[config.mk]
export PLATFORM = sky130hd
export DESIGN_NAME = apple_spawner
export DESIGN_NICKNAME = d
export VERILOG_FILES = /design/src/rtl/game_pkg.sv /design/src/rtl/apple_spawner_lfsr16.sv /design/src/rtl/apple_spawner.sv
export SDC_FILE = /design/constraint.sdc
export NUM_CORES = 1
export LEC_CHECK = 0
export BUFFER_PORTS_ARGS = -buffer_cell sky130_fd_sc_hd__buf_2
export CAP_MARGIN = 20
export CORE_MARGIN = 1.5
export CORE_UTILIZATION = 46
export DETAILED_ROUTE_END_ITERATION = 6
export MAX_ROUTING_LAYER = met4
export PLACE_DENSITY = 0.83
export SYNTH_ARGS = -nofsm -noshare
export SYNTH_HDL_FRONTEND = slang
export SYNTH_SLANG_ARGS = --single-unit
[constraint.sdc]
create_clock -name clk -period 2 [get_ports clk]
set_input_delay 0.2 -clock clk [delete_from_list [all_inputs] [get_ports clk]]
set_output_delay 0.2 -clock clk [all_outputs]
set_load 0.02 [all_outputs]
[src/rtl/game_pkg.sv]
// Shared snake-game definitions: game status codes, grid geometry, pixel classes
// and the apple spawner state encoding.
package game_pkg;

    localparam logic [1:0] PLAY = 2'b10;

    localparam logic [5:0] X_MIN = 6'd1;
    localparam logic [5:0] X_MAX = 6'd38;
    localparam logic [5:0] Y_MIN = 6'd1;
    localparam logic [5:0] Y_MAX = 6'd28;

    localparam int GRID_W     = 40;
    localparam int GRID_H     = 30;
    localparam int CELL_SHIFT = 4;

    typedef enum logic [1:0] {
        PIX_NONE = 2'd0,
        PIX_HEAD = 2'd1,
        PIX_BODY = 2'd2,
        PIX_WALL = 2'd3
    } pix_class_t;

    typedef enum logic [1:0] {
        ST_ACTIVE = 2'd0,
        ST_EATEN  = 2'd1,
        ST_PLACE  = 2'd2
    } spawn_state_t;

    // True when the cell lies inside the wall ring.
    function automatic logic in_playable(input logic [5:0] cx, input logic [5:0] cy);
        return (cx >= X_MIN) && (cx <= X_MAX) && (cy >= Y_MIN) && (cy <= Y_MAX);
    endfunction

endpackage

[src/rtl/apple_spawner_lfsr16.sv]
// Free-running 16-bit Fibonacci LFSR, polynomial x^16+x^14+x^13+x^11+1.
module lfsr16 #(
    parameter logic [15:0] SEED = 16'hACE1
) (
    input  logic        clk,
    input  logic        reset,
    output logic [15:0] lfsr_out
);

    logic [15:0] r_lfsr;

    always_ff @(posedge clk) begin
        if (!reset)
            r_lfsr <= SEED;
        else
            r_lfsr <= {r_lfsr[14:0], r_lfsr[15] ^ r_lfsr[13] ^ r_lfsr[12] ^ r_lfsr[10]};
    end

    assign lfsr_out = r_lfsr;

endmodule

[src/rtl/apple_spawner.sv]
// Apple food source: detects the head eating the apple, issues the grow pulse,
// keeps the score and re-places the apple from an LFSR.
module apple_spawner
    import game_pkg::*;
#(
    parameter int unsigned ADD_PULSE = 4,
    parameter int unsigned MAX_LEN   = 16,
    parameter logic [5:0]  APPLE_X0  = 6'd24,
    parameter logic [5:0]  APPLE_Y0  = 6'd10,
    parameter logic [15:0] LFSR_SEED = 16'hACE1
) (
    input  logic       clk,
    input  logic       reset,
    input  logic [1:0] game_status,
    input  logic [5:0] head_x,
    input  logic [5:0] head_y,
    input  logic [6:0] cube_num,
    input  logic [9:0] x_pos,
    input  logic [9:0] y_pos,
    output logic       add_cube,
    output logic [5:0] apple_x,
    output logic [5:0] apple_y,
    output logic       apple_valid,
    output logic       apple_pixel,
    output logic [7:0] score
);

    localparam int CNT_W = $clog2(ADD_PULSE + 1);
    localparam logic [9:0] PIX_W = 10'(GRID_W << CELL_SHIFT);
    localparam logic [9:0] PIX_H = 10'(GRID_H << CELL_SHIFT);

    function automatic logic [7:0] sat_inc8(input logic [7:0] v);
        return (v == 8'hFF) ? 8'hFF : v + 8'd1;
    endfunction

    spawn_state_t     r_state;
    logic [CNT_W-1:0] r_cnt;
    logic             r_add;
    logic [5:0]       r_ax;
    logic [5:0]       r_ay;
    logic             r_valid;
    logic [7:0]       r_score;

    logic [15:0] w_lfsr;
    logic [5:0]  w_cx;
    logic [5:0]  w_cy;
    logic        w_eat;
    logic        w_accept;
    logic        w_unused_lfsr;

    lfsr16 #(.SEED(LFSR_SEED)) u_lfsr (
        .clk      (clk),
        .reset    (reset),
        .lfsr_out (w_lfsr)
    );

    assign w_cx          = w_lfsr[5:0];
    assign w_cy          = {1'b0, w_lfsr[12:8]};
    assign w_unused_lfsr = ^{w_lfsr[15:13], w_lfsr[7:6]};

    assign w_eat    = (game_status == PLAY) && (head_x == r_ax) && (head_y == r_ay);
    assign w_accept = in_playable(w_cx, w_cy) && !((w_cx == head_x) && (w_cy == head_y));

    always_ff @(posedge clk) begin
        if (!reset) begin
            r_state <= ST_ACTIVE;
            r_cnt   <= '0;
            r_add   <= 1'b0;
            r_ax    <= APPLE_X0;
            r_ay    <= APPLE_Y0;
            r_valid <= 1'b1;
            r_score <= 8'd0;
        end else begin
            case (r_state)
                ST_ACTIVE: begin
                    if (w_eat) begin
                        r_state <= ST_EATEN;
                        r_valid <= 1'b0;
                        r_score <= sat_inc8(r_score);
                        r_cnt   <= CNT_W'(1);
                        r_add   <= (cube_num < 7'(MAX_LEN));
                    end
                end
                // The pulse ends on the edge where the count reaches ADD_PULSE,
                // which keeps add_cube high for exactly ADD_PULSE cycles.
                ST_EATEN: begin
                    if (r_cnt == CNT_W'(ADD_PULSE)) begin
                        r_add   <= 1'b0;
                        r_cnt   <= '0;
                        r_state <= ST_PLACE;
                    end else begin
                        r_cnt <= r_cnt + CNT_W'(1);
                    end
                end
                ST_PLACE: begin
                    if (w_accept) begin
                        r_ax    <= w_cx;
                        r_ay    <= w_cy;
                        r_valid <= 1'b1;
                        r_state <= ST_ACTIVE;
                    end
                end
                default: r_state <= ST_ACTIVE;
            endcase
        end
    end

    assign add_cube    = r_add;
    assign apple_x     = r_ax;
    assign apple_y     = r_ay;
    assign apple_valid = r_valid;
    assign score       = r_score;

    assign apple_pixel = r_valid && (x_pos < PIX_W) && (y_pos < PIX_H) &&
                         (x_pos[9:CELL_SHIFT] == r_ax) && (y_pos[9:CELL_SHIFT] == r_ay);

endmodule

==> flow_metrics.py, run 1 <==
metrics = {
    "yosys": {
        "ys_top_cells_by_area": "dfxtp_1, xnor2_1, mux2i_1",
        "synthCells": 230,
        "synth_ff_type": "dfxtp_1",
        "synth-seq-cells": 42,
        "synth-edff-count": 0,
        "synth_fp_nets": 276,
        "yosysWarnings": 0,
        "avgSynthCellArea_um2": 9.27,
        "synth.largest_area_cell": "dfxtp_1",
        "ys_types": 49,
        "synth_top_cell_area_share": 0.394,
        "synthArstFlopShare": 0,
        "synth.cell_area_um2": 2130,
        "seq_area_frac_synth": 0.394,
    },
    "floorplan": {
        "fp.coreArea_um2": 4410,
        "die_y_um": 71.1,
        "fp-row-count": 24,
        "start_util": 0.483,
        "die_w_um": 71.1,
        "die-area_um2": 5050,
        "ios": 66,
    },
    "sta": {
        "fin_crit_sh": 0.951,
        "finalWorstSetupSlack_ns": 0.0983,
        "timing_worst_slew_pin_value_ns": 0.588,
        "timing.setup.tns_ns": 0,
        "setup_viol": 0,
        "fmax_mhz": 526,
        "drv_slew": 0,
        "timing.hold.ws_ns": 0.319,
        "hold_viol_final": 0,
        "rsz0062_at_grt": "false",
        "finalCriticalPeriod_ns": 1.90,
        "fin_skew_ns": 0.00650,
        "relSlewSlack": 0.608,
    },
    "routing": {
        "dr.first_iter.drc_count": 126,
        "wire_per_inst_um": 14.3,
        "drc": 0,
        "drtPass1Iterations": 4,
        "via_per_inst": 5.36,
        "drt-total-wl_mm": 5.07,
        "num_vias": 1897,
        "drt.antenna.violating_nets": 0,
    },
    "final_layout": {
        "syn2layout_area_growth_pct": 27.8,
        "mostFrequentLayoutCells": "buf_2, dfxtp_1, nand2_1, xnor2_1, buf_4",
        "fin_area_um2": 2720,
        "diodes": 0,
        "final_common_cell": "buf_2",
        "regArea_um2": 841,
        "layout-drive-gt1-share": 0.318,
        "fillers": 356,
        "final_core_util": 0.617,
        "multi_input_area_um2": 1240,
        "nets": 347,
        "finalNonFillerCells": 354,
    },
    "placement": {
        "numPortBuffers": 52,
        "place_congestion": 0.898,
        "dp.cells": 345,
        "dp_hpwl_mm": 3.77,
        "place_area_um2": 2570,
        "dpl_worst_slack_ns": 0.00186,
    },
    "clocking": {
        "ctsRootBufferMaster": "clkbuf_8",
        "cts_max_level": 2,
        "insertion_delay_ns": 0.29,
        "cts_buffers": 5,
        "cts-hold-fix-buffers": 0,
        "clk_pin_slew_ns": 0.08,
        "clock_sinks": 42,
        "cts_tree": "yes",
        "cts_buffer_depth": 2,
    },
    "critical_path": {
        "reg2reg_slack_ns": 0.1,
        "crit_path_max_incr_delay_ns": 0.57,
        "cpMaxStageDelayCell": "or4_4",
        "crit_arrival_ns": 2.08,
        "rr_startpoint": "r_state[1]",
        "critical_path_required_ns": 2.18,
        "r2r-end": "score[6]",
        "startpoint_type": "flop",
        "reg2reg_depth": 5,
        "path_depth": 5,
        "endpoint": "score[6]",
        "crit_path_max_fanout": 18,
        "critPathKind": "flop to flop",
        "startpoint": "r_state[1]",
        "crit_path_end_kind": "flop",
        "cp_top_family": "simple AND/OR/NAND/NOR gates",
        "path_buf_inv": 1,
        "crit_chain": "nor4b_2 -> nand4_1 -> or4_4 -> buf_12 -> o311a_1",
    },
    "global_route": {
        "grt_start_max_net_pins": 36,
        "grt_pass1_wl_mm": 8.76,
        "grt.total_usage": 0.227,
        "grt_overflow": 0,
        "antenna_found_initial": 0,
        "grt_pass1_vias": 1921,
    },
    "worst_hold_path": {
        "hold_path.class": "input pin to flop",
    },
    "pwr": {
        "p_leak_nw": 1.19,
        "p_total_mw": 1.68,
        "p_per_area_nw_per_um2": 616,
        "ir_drop_uv": 412,
    },
    "flow_run": {
        "cap_violations": 0,
    },
    "status": {
        "status": "completed",
    },
}
-- per-layer routing --
metal	wire, um	global-route usage
met3	231	0.0385
met2	2630	0.377
met1	2170	0.275
met5	0	-
met4	42	0.0860
-- cell families (layout without fill, tap and decap cells) --
| group | count (synthesis) | after routing | share of synthesized area |
|---|---|---|---|
| AND/OR/NAND/NOR | 91 | 91 | 0.235 |
| flip-flops | 42 | 42 | 0.394 |
| XOR/XNOR | 34 | 34 | 0.140 |
| AO/OA/AOI/OAI | 30 | 30 | 0.111 |
| buffers and inverters | 17 | 89 | 0.0393 |
| multiplexers | 12 | 12 | 0.0610 |
| adder cells (fa/ha/maj) | 3 | 3 | 0.0176 |
| other | 1 | 1 | 0.00176 |
-- cells in the mapped netlist (2+ instances only) --
library cell / instances
clkbuf_1: 5
nand2b_1: 11
and2_1: 4
o2111ai_1: 2
a21o_1: 2
dfxtp_1: 42
nand4_1: 7
buf_6: 2
nor3b_1: 2
nor4b_2: 2
o21ai_0: 3
o31ai_2: 2
nand3_1: 12
nand2_1: 24
inv_1: 8
mux2_4: 2
a21oi_1: 5
o21bai_1: 2
o211a_1: 2
or4_1: 4
xnor2_1: 24
nor3_1: 2
ha_1: 3
nor4_1: 3
nor2_1: 12
mux2i_1: 10
and3_1: 2
xor2_1: 10
-- layout make-up --
| class | count | area share |
|---|---|---|
| Clock buffer | 8 | 0.0404 |
| Inverter | 8 | 0.0110 |
| Multi-Input combinational cell | 171 | 0.457 |
| Sequential cell | 42 | 0.309 |
| Tap cell | 52 | 0.0239 |
| Timing Repair Buffer | 73 | 0.159 |
-- where the power goes --
part           internal, mW  switching [mW]
combinational        0.0867          0.0851
clock                 0.348           0.275
sequential            0.859          0.0241
-- flip-flops by register name, summed over array words and instances, names as in the netlist --
signal	cells
u_lfsr.lfsr_out	16
score	8
apple_x	6
apple_y	5
r_cnt	3
r_state	2
add_cube	1
apple_valid	1
-- tightest hold or removal path, cell delays in order --
cell and delay, ns:
buf_2 0.07, or4_1 0.09, nor2_1 0.03, o21a_1 0.17
-- how the worst min path moves through the flow --
| stage | from | to | slack, ns | cells after the start |
|---|---|---|---|---|
| 4_1_cts | cube_num[4] | add_cube | 0.30 | 4 |
| 5_1_grt | cube_num[4] | add_cube | 0.34 | 4 |
| 2_1_floorplan | u_lfsr.lfsr_out[14] | u_lfsr.lfsr_out[15] | 0.39 | 1 |
| 3_3_place_gp | u_lfsr.lfsr_out[14] | u_lfsr.lfsr_out[15] | 0.39 | 1 |
| 6_report | cube_num[4] | add_cube | 0.32 | 4 |
| 3_5_place_dp | u_lfsr.lfsr_out[14] | u_lfsr.lfsr_out[15] | 0.40 | 1 |
-- repair_timing --
| item | 4_1_cts | 5_1_grt |
|---|---|---|
| endpoints found under the setup margin | 5 | 15 |
| setup buffers | 0 | 1 |
| cloned | 0 | 0 |
| resized for setup | 1 | 7 |
| pin swaps | 0 | 5 |
Note: power is estimated with default switching activity, not from simulation.
==> run 2: changes to the inputs <==
--- a/config.mk
+++ b/config.mk
@@ -7,11 +7,14 @@
 export LEC_CHECK = 0
 export BUFFER_PORTS_ARGS = -buffer_cell sky130_fd_sc_hd__buf_2
 export CAP_MARGIN = 20
+export CORE_ASPECT_RATIO = 0.5
 export CORE_MARGIN = 1.5
 export CORE_UTILIZATION = 46
+export CTS_CLUSTER_SIZE = 8
 export DETAILED_ROUTE_END_ITERATION = 6
 export MAX_ROUTING_LAYER = met4
 export PLACE_DENSITY = 0.83
 export SYNTH_ARGS = -nofsm -noshare
 export SYNTH_HDL_FRONTEND = slang
 export SYNTH_SLANG_ARGS = --single-unit
+export TNS_END_PERCENT = 1
==> flow_metrics.py, run 2 (synthesis results as in run 1) <==
metrics = {
    "critical_path": {
        "crit_arrival_ns": 2.15,
        "crit_path_max_fanout": 18,
        "startpoint_type": "flop",
        "critPathKind": "flop to flop",
        "crit_path_end_kind": "flop",
        "critical_path_required_ns": 2.20,
    },
    "clocking": {
        "clk_pin_slew_ns": 0.09,
        "cts_tree": "yes",
        "clock_sinks": 42,
        "cts-hold-fix-buffers": 0,
        "cts_setup_buffers": 0,
        "cts_max_level": 2,
        "insertion_delay_ns": 0.31,
        "cts_buffer_depth": 2,
        "cts_buffers": 5,
        "ctsRootBufferMaster": "clkbuf_8",
    },
    "pwr": {
        "combPwrFrac": 0.106,
        "p_leak_nw": 1.15,
        "p_per_area_nw_per_um2": 619,
        "p_sw_frac": 0.255,
        "ir_drop_uv": 268,
        "p_sw_mw": 0.418,
        "p_total_mw": 1.64,
        "power.internal_mw": 1.22,
        "pwr-share-seq": 0.538,
        "p_clk_frac": 0.356,
    },
    "sta": {
        "setup_viol": 0,
        "relSlewSlack": 0.645,
        "hold_viol_final": 0,
        "rsz0062_at_grt": "false",
        "drv_slew": 0,
        "fmax_mhz": 514,
        "finalWorstSetupSlack_ns": 0.0535,
        "fin_skew_ns": 0.00897,
        "timing_worst_slew_pin_value_ns": 0.531,
        "fin_crit_sh": 0.973,
        "finalCriticalPeriod_ns": 1.95,
    },
    "global_route": {
        "grt_start_max_net_pins": 22,
        "grt_pass1_vias": 1887,
        "antenna_found_initial": 0,
        "grt_pass1_wl_mm": 8.40,
        "grt.total_usage": 0.222,
        "grt_overflow": 0,
    },
    "floorplan": {
        "fp.coreArea_um2": 4420,
        "die-area_um2": 5080,
        "start_util": 0.482,
        "ios": 66,
        "fp-row-count": 17,
        "die_w_um": 99.3,
        "die_y_um": 51.1,
    },
    "flow_run": {
        "cap_violations": 0,
    },
    "status": {
        "status": "completed",
    },
    "final_layout": {
        "fillers": 374,
        "largest_register_ffs": 16,
        "diodes": 0,
        "layout-drive-gt1-share": 0.303,
        "regArea_um2": 845,
        "fin_area_um2": 2650,
        "multi_input_area_um2": 1220,
        "final_common_cell": "buf_2",
        "mostFrequentLayoutCells": "buf_2, dfxtp_1, nand2_1, xnor2_1, buf_4",
        "nets": 342,
        "syn2layout_area_growth_pct": 24.3,
        "final_core_util": 0.599,
    },
    "routing": {
        "wire_per_inst_um": 14.4,
        "drc": 0,
        "dr.first_iter.drc_count": 78,
        "drt-total-wl_mm": 5.09,
        "drtPass1Iterations": 4,
        "drt.antenna.violating_nets": 0,
        "num_vias": 1889,
        "via_per_inst": 5.34,
    },
    "placement": {
        "place_area_um2": 2530,
        "dp_hpwl_mm": 3.88,
        "dpl_worst_slack_ns": -0.0732,
        "numPortBuffers": 52,
        "place_congestion": 0.910,
    },
    "worst_hold_path": {
        "hold_path.class": "input pin to flop",
    },
}
## run 2: power by group through the flow
stage | Sequential [mW] | Clock (mW) | Combinational (mW)
global route | 0.887 | 0.631 | 0.188
detailed placement | 0.902 | 0 | 0.169
global placement | 0.901 | 0 | 0.165
floorplan | 0.896 | 0 | 0.0993
finish | 0.883 | 0.584 | 0.173
CTS | 0.882 | 0.593 | 0.172
## run 2: area by class of cell
| type | count | share of cell area |
|---|---|---|
| inverter | 8 | 0.0113 |
| clock inverter | 2 | 0.00472 |
| tap | 57 | 0.0269 |
| sequential | 42 | 0.319 |
| multi-input combinational | 171 | 0.462 |
| timing repair buffer | 68 | 0.145 |
| clock buffer | 6 | 0.0312 |
## run 2: path summary, 6_finish.rpt
path	from	end	slack (ns)	cells after the start
worst max-delay path	apple_x[4]	score[6]	0.05	5
worst min-delay path	reset	u_lfsr.lfsr_out[0]	0.19	2
worst max register to register	apple_x[4]	score[6]	0.05	5
worst min register to register	u_lfsr.lfsr_out[14]	u_lfsr.lfsr_out[15]	0.42	1
## run 2: per-stage QoR
| step | hold slack [ns] | TNS [ns] | instances |
|---|---|---|---|
| final | 0.190 | 0 | 354 |
| after global routing | 0.198 | 0 | 354 |
| after floorplan | 0.386 | 0 | 230 |
| after global placement | 0.391 | 0 | 346 |
| after CTS | 0.186 | 0 | 354 |
| after detailed placement | 0.401 | -0.227 | 346 |
## run 2: worst max-delay path: stages, from the launching register on
cell and delay [ns]:
dfxtp_1 0.41, xnor2_1 0.15, nand4_1 0.18, or4_1 0.56, buf_6 0.19, o311a_1 0.36
## run 2: layer usage
layer,vias to the layer above,part of all wire,wire length (um),GRT usage
met4,0,0.0096,49,0.0986
met2,48,0.50,2550,0.379
met5,-,0,0,-
met1,905,0.43,2210,0.261
met3,6,0.056,284,0.0410
li1,930,-,-,-
## run 2: timing repair
item	CTS	global route
setup endpoints to repair	12	8
resized for setup	3	4
pin swaps	1	3
==> run 3: changes to the inputs <==
--- a/config.mk
+++ b/config.mk
@@ -14,6 +14,7 @@
 export DETAILED_ROUTE_END_ITERATION = 6
 export MAX_ROUTING_LAYER = met4
 export PLACE_DENSITY = 0.83
+export REMOVE_ABC_BUFFERS = 1
 export SYNTH_ARGS = -nofsm -noshare
 export SYNTH_HDL_FRONTEND = slang
 export SYNTH_SLANG_ARGS = --single-unit
==> flow_metrics.py, run 3 (synthesis results as in run 1) <==
metrics = {
    "global_route": {
        "grt_use_met3": 0.0397,
        "busiest_layer": "met2",
        "grt_pass1_wl_mm": 8.56,
        "grt_start_max_net_pins": 23,
        "grt_overflow": 0,
        "grtUsageMet2": 0.369,
        "grt_use_met1": 0.280,
        "grt.total_usage": 0.224,
        "grt_pass1_vias": 1857,
        "antenna_found_initial": 0,
    },
    "sta": {
        "fin_skew_ns": 0.00854,
        "setup_viol": 0,
        "drv_slew": 0,
        "finalCriticalPeriod_ns": 1.98,
        "finalWorstSetupSlack_ns": 0.0192,
        "rsz0062_at_grt": "true",
        "relSlewSlack": 0.669,
        "timing_worst_slew_pin_value_ns": 0.495,
        "fin_crit_sh": 0.990,
        "hold_viol_final": 0,
        "fmax_mhz": 505,
    },
    "floorplan": {
        "die_w_um": 99.3,
        "ios": 66,
        "die-area_um2": 5080,
        "fp-row-count": 17,
        "die_y_um": 51.1,
        "start_util": 0.482,
        "fp.coreArea_um2": 4420,
    },
    "placement": {
        "dpl_worst_slack_ns": -0.0534,
        "dp_hpwl_mm": 4.00,
        "place_congestion": 0.855,
        "numPortBuffers": 52,
        "dp.cells": 349,
    },
    "clocking": {
        "clock_sinks": 42,
        "cts_tree": "yes",
        "cts-hold-fix-buffers": 0,
        "cts_buffer_depth": 2,
        "insertion_delay_ns": 0.30,
        "cts_buffers": 5,
        "ctsRootBufferMaster": "clkbuf_8",
        "clk_pin_slew_ns": 0.07,
        "cts_max_level": 2,
    },
    "critical_path": {
        "crit_chain": "buf_4 -> xor2_1 -> nor4_2 -> nand3_1 -> a211oi_2 -> buf_4",
        "crit_arrival_ns": 1.78,
        "critical_path_required_ns": 1.80,
        "crit_path_end_kind": "output port",
        "crit_top_cell": "buf_4",
        "crit_path_max_fanout": 3,
        "startpoint_type": "flop",
        "crit_path_max_incr_delay_ns": 0.34,
        "cpMaxStageDelayCell": "dfxtp_1",
        "critPathKind": "flop to output port",
    },
    "final_layout": {
        "finalNonFillerCells": 359,
        "largest_register_ffs": 16,
        "multi_input_area_um2": 1250,
        "syn2layout_area_growth_pct": 30.5,
        "mostFrequentLayoutCells": "buf_2, dfxtp_1, nand2_1, xnor2_1, buf_4",
        "final_common_cell": "buf_2",
        "regArea_um2": 843,
        "nets": 348,
        "layout-drive-gt1-share": 0.321,
        "diodes": 0,
        "fillers": 342,
    },
    "routing": {
        "num_vias": 1967,
        "dr.first_iter.drc_count": 107,
        "wire_per_inst_um": 16.1,
        "drtPass1Iterations": 7,
        "via_per_inst": 5.48,
        "drt.antenna.violating_nets": 0,
        "drt-total-wl_mm": 5.79,
        "drc": 0,
    },
    "worst_hold_path": {
        "hold_path.class": "input pin to flop",
    },
    "status": {
        "status": "completed",
    },
    "pwr": {
        "p_leak_nw": 1.22,
        "p_per_area_nw_per_um2": 630,
        "ir_drop_uv": 272,
    },
    "flow_run": {
        "cap_violations": 0,
    },
}
==> run 3: final cells by class <==
class / instances / area share
Multi-Input combinational cell: 171 / 0.449
Sequential cell: 42 / 0.303
Timing Repair Buffer: 74 / 0.171
Clock buffer: 6 / 0.0297
Tap cell: 57 / 0.0256
Clock inverter: 1 / 0.0108
Inverter: 8 / 0.0108
==> run 3: per-layer routing <==
metal	up-vias	routed length, um
met4	0	150
met5	-	0
met2	76	2900
li1	948	-
met1	926	2380
met3	17	363
==> run 3: power breakdown <==
part	switching, mW	total, mW	internal (mW)	leakage (nW)
Sequential	0.0231	0.882	0.859	0.343
Combinational	0.0947	0.185	0.0903	0.818
Clock	0.285	0.684	0.399	0.0573
==> run 3: what timing repair did <==
| item | CTS | global route |
|---|---|---|
| buffers inserted | 0 | 1 |
| cloned | 0 | 2 |
| setup endpoints to repair | 11 | 11 |
| endpoints found under the hold margin | 0 | 0 |
| pin swaps | 1 | 5 |
| resized for setup | 4 | 9 |
==> run 3: critical path: cells and delay by family, from the launching register on <==
family	cells	cell delay (ns)
DFF	1	0.34
xor gates and xnor gates	1	0.17
AOI/OAI and AO/OA	1	0.21
buffers and inverters	2	0.32
and+or+nand+nor	2	0.46
==> run 3: metrics by stage <==
| step | hold WS, ns | total power [mW] | cell area [um2] | TNS (ns) | utilization |
|---|---|---|---|---|---|
| 5_1_grt | 0.285 | 1.82 | 2780 | -0.0589 | 0.629 |
| 3_3_place_gp | 0.393 | 1.07 | 2550 | 0 | 0.577 |
| 4_1_cts | 0.265 | 1.75 | 2690 | 0 | 0.607 |
| 3_5_place_dp | 0.415 | 1.07 | 2550 | -0.152 | 0.577 |
| 2_1_floorplan | 0.262 | 0.985 | 2080 | -0.105 | - |
| 6_report | 0.276 | 1.75 | 2780 | 0 | 0.629 |
==> run 3: worst paths after layout <==
path	cells past startpoint	start	slack, ns	endpoint
setup / recovery	6	apple_y[3]	0.02	apple_pixel
hold / removal	2	reset	0.28	u_lfsr.lfsr_out[0]
hold reg to reg	1	u_lfsr.lfsr_out[6]	0.42	u_lfsr.lfsr_out[7]
setup reg to reg	5	r_state[1]	0.03	score[6]
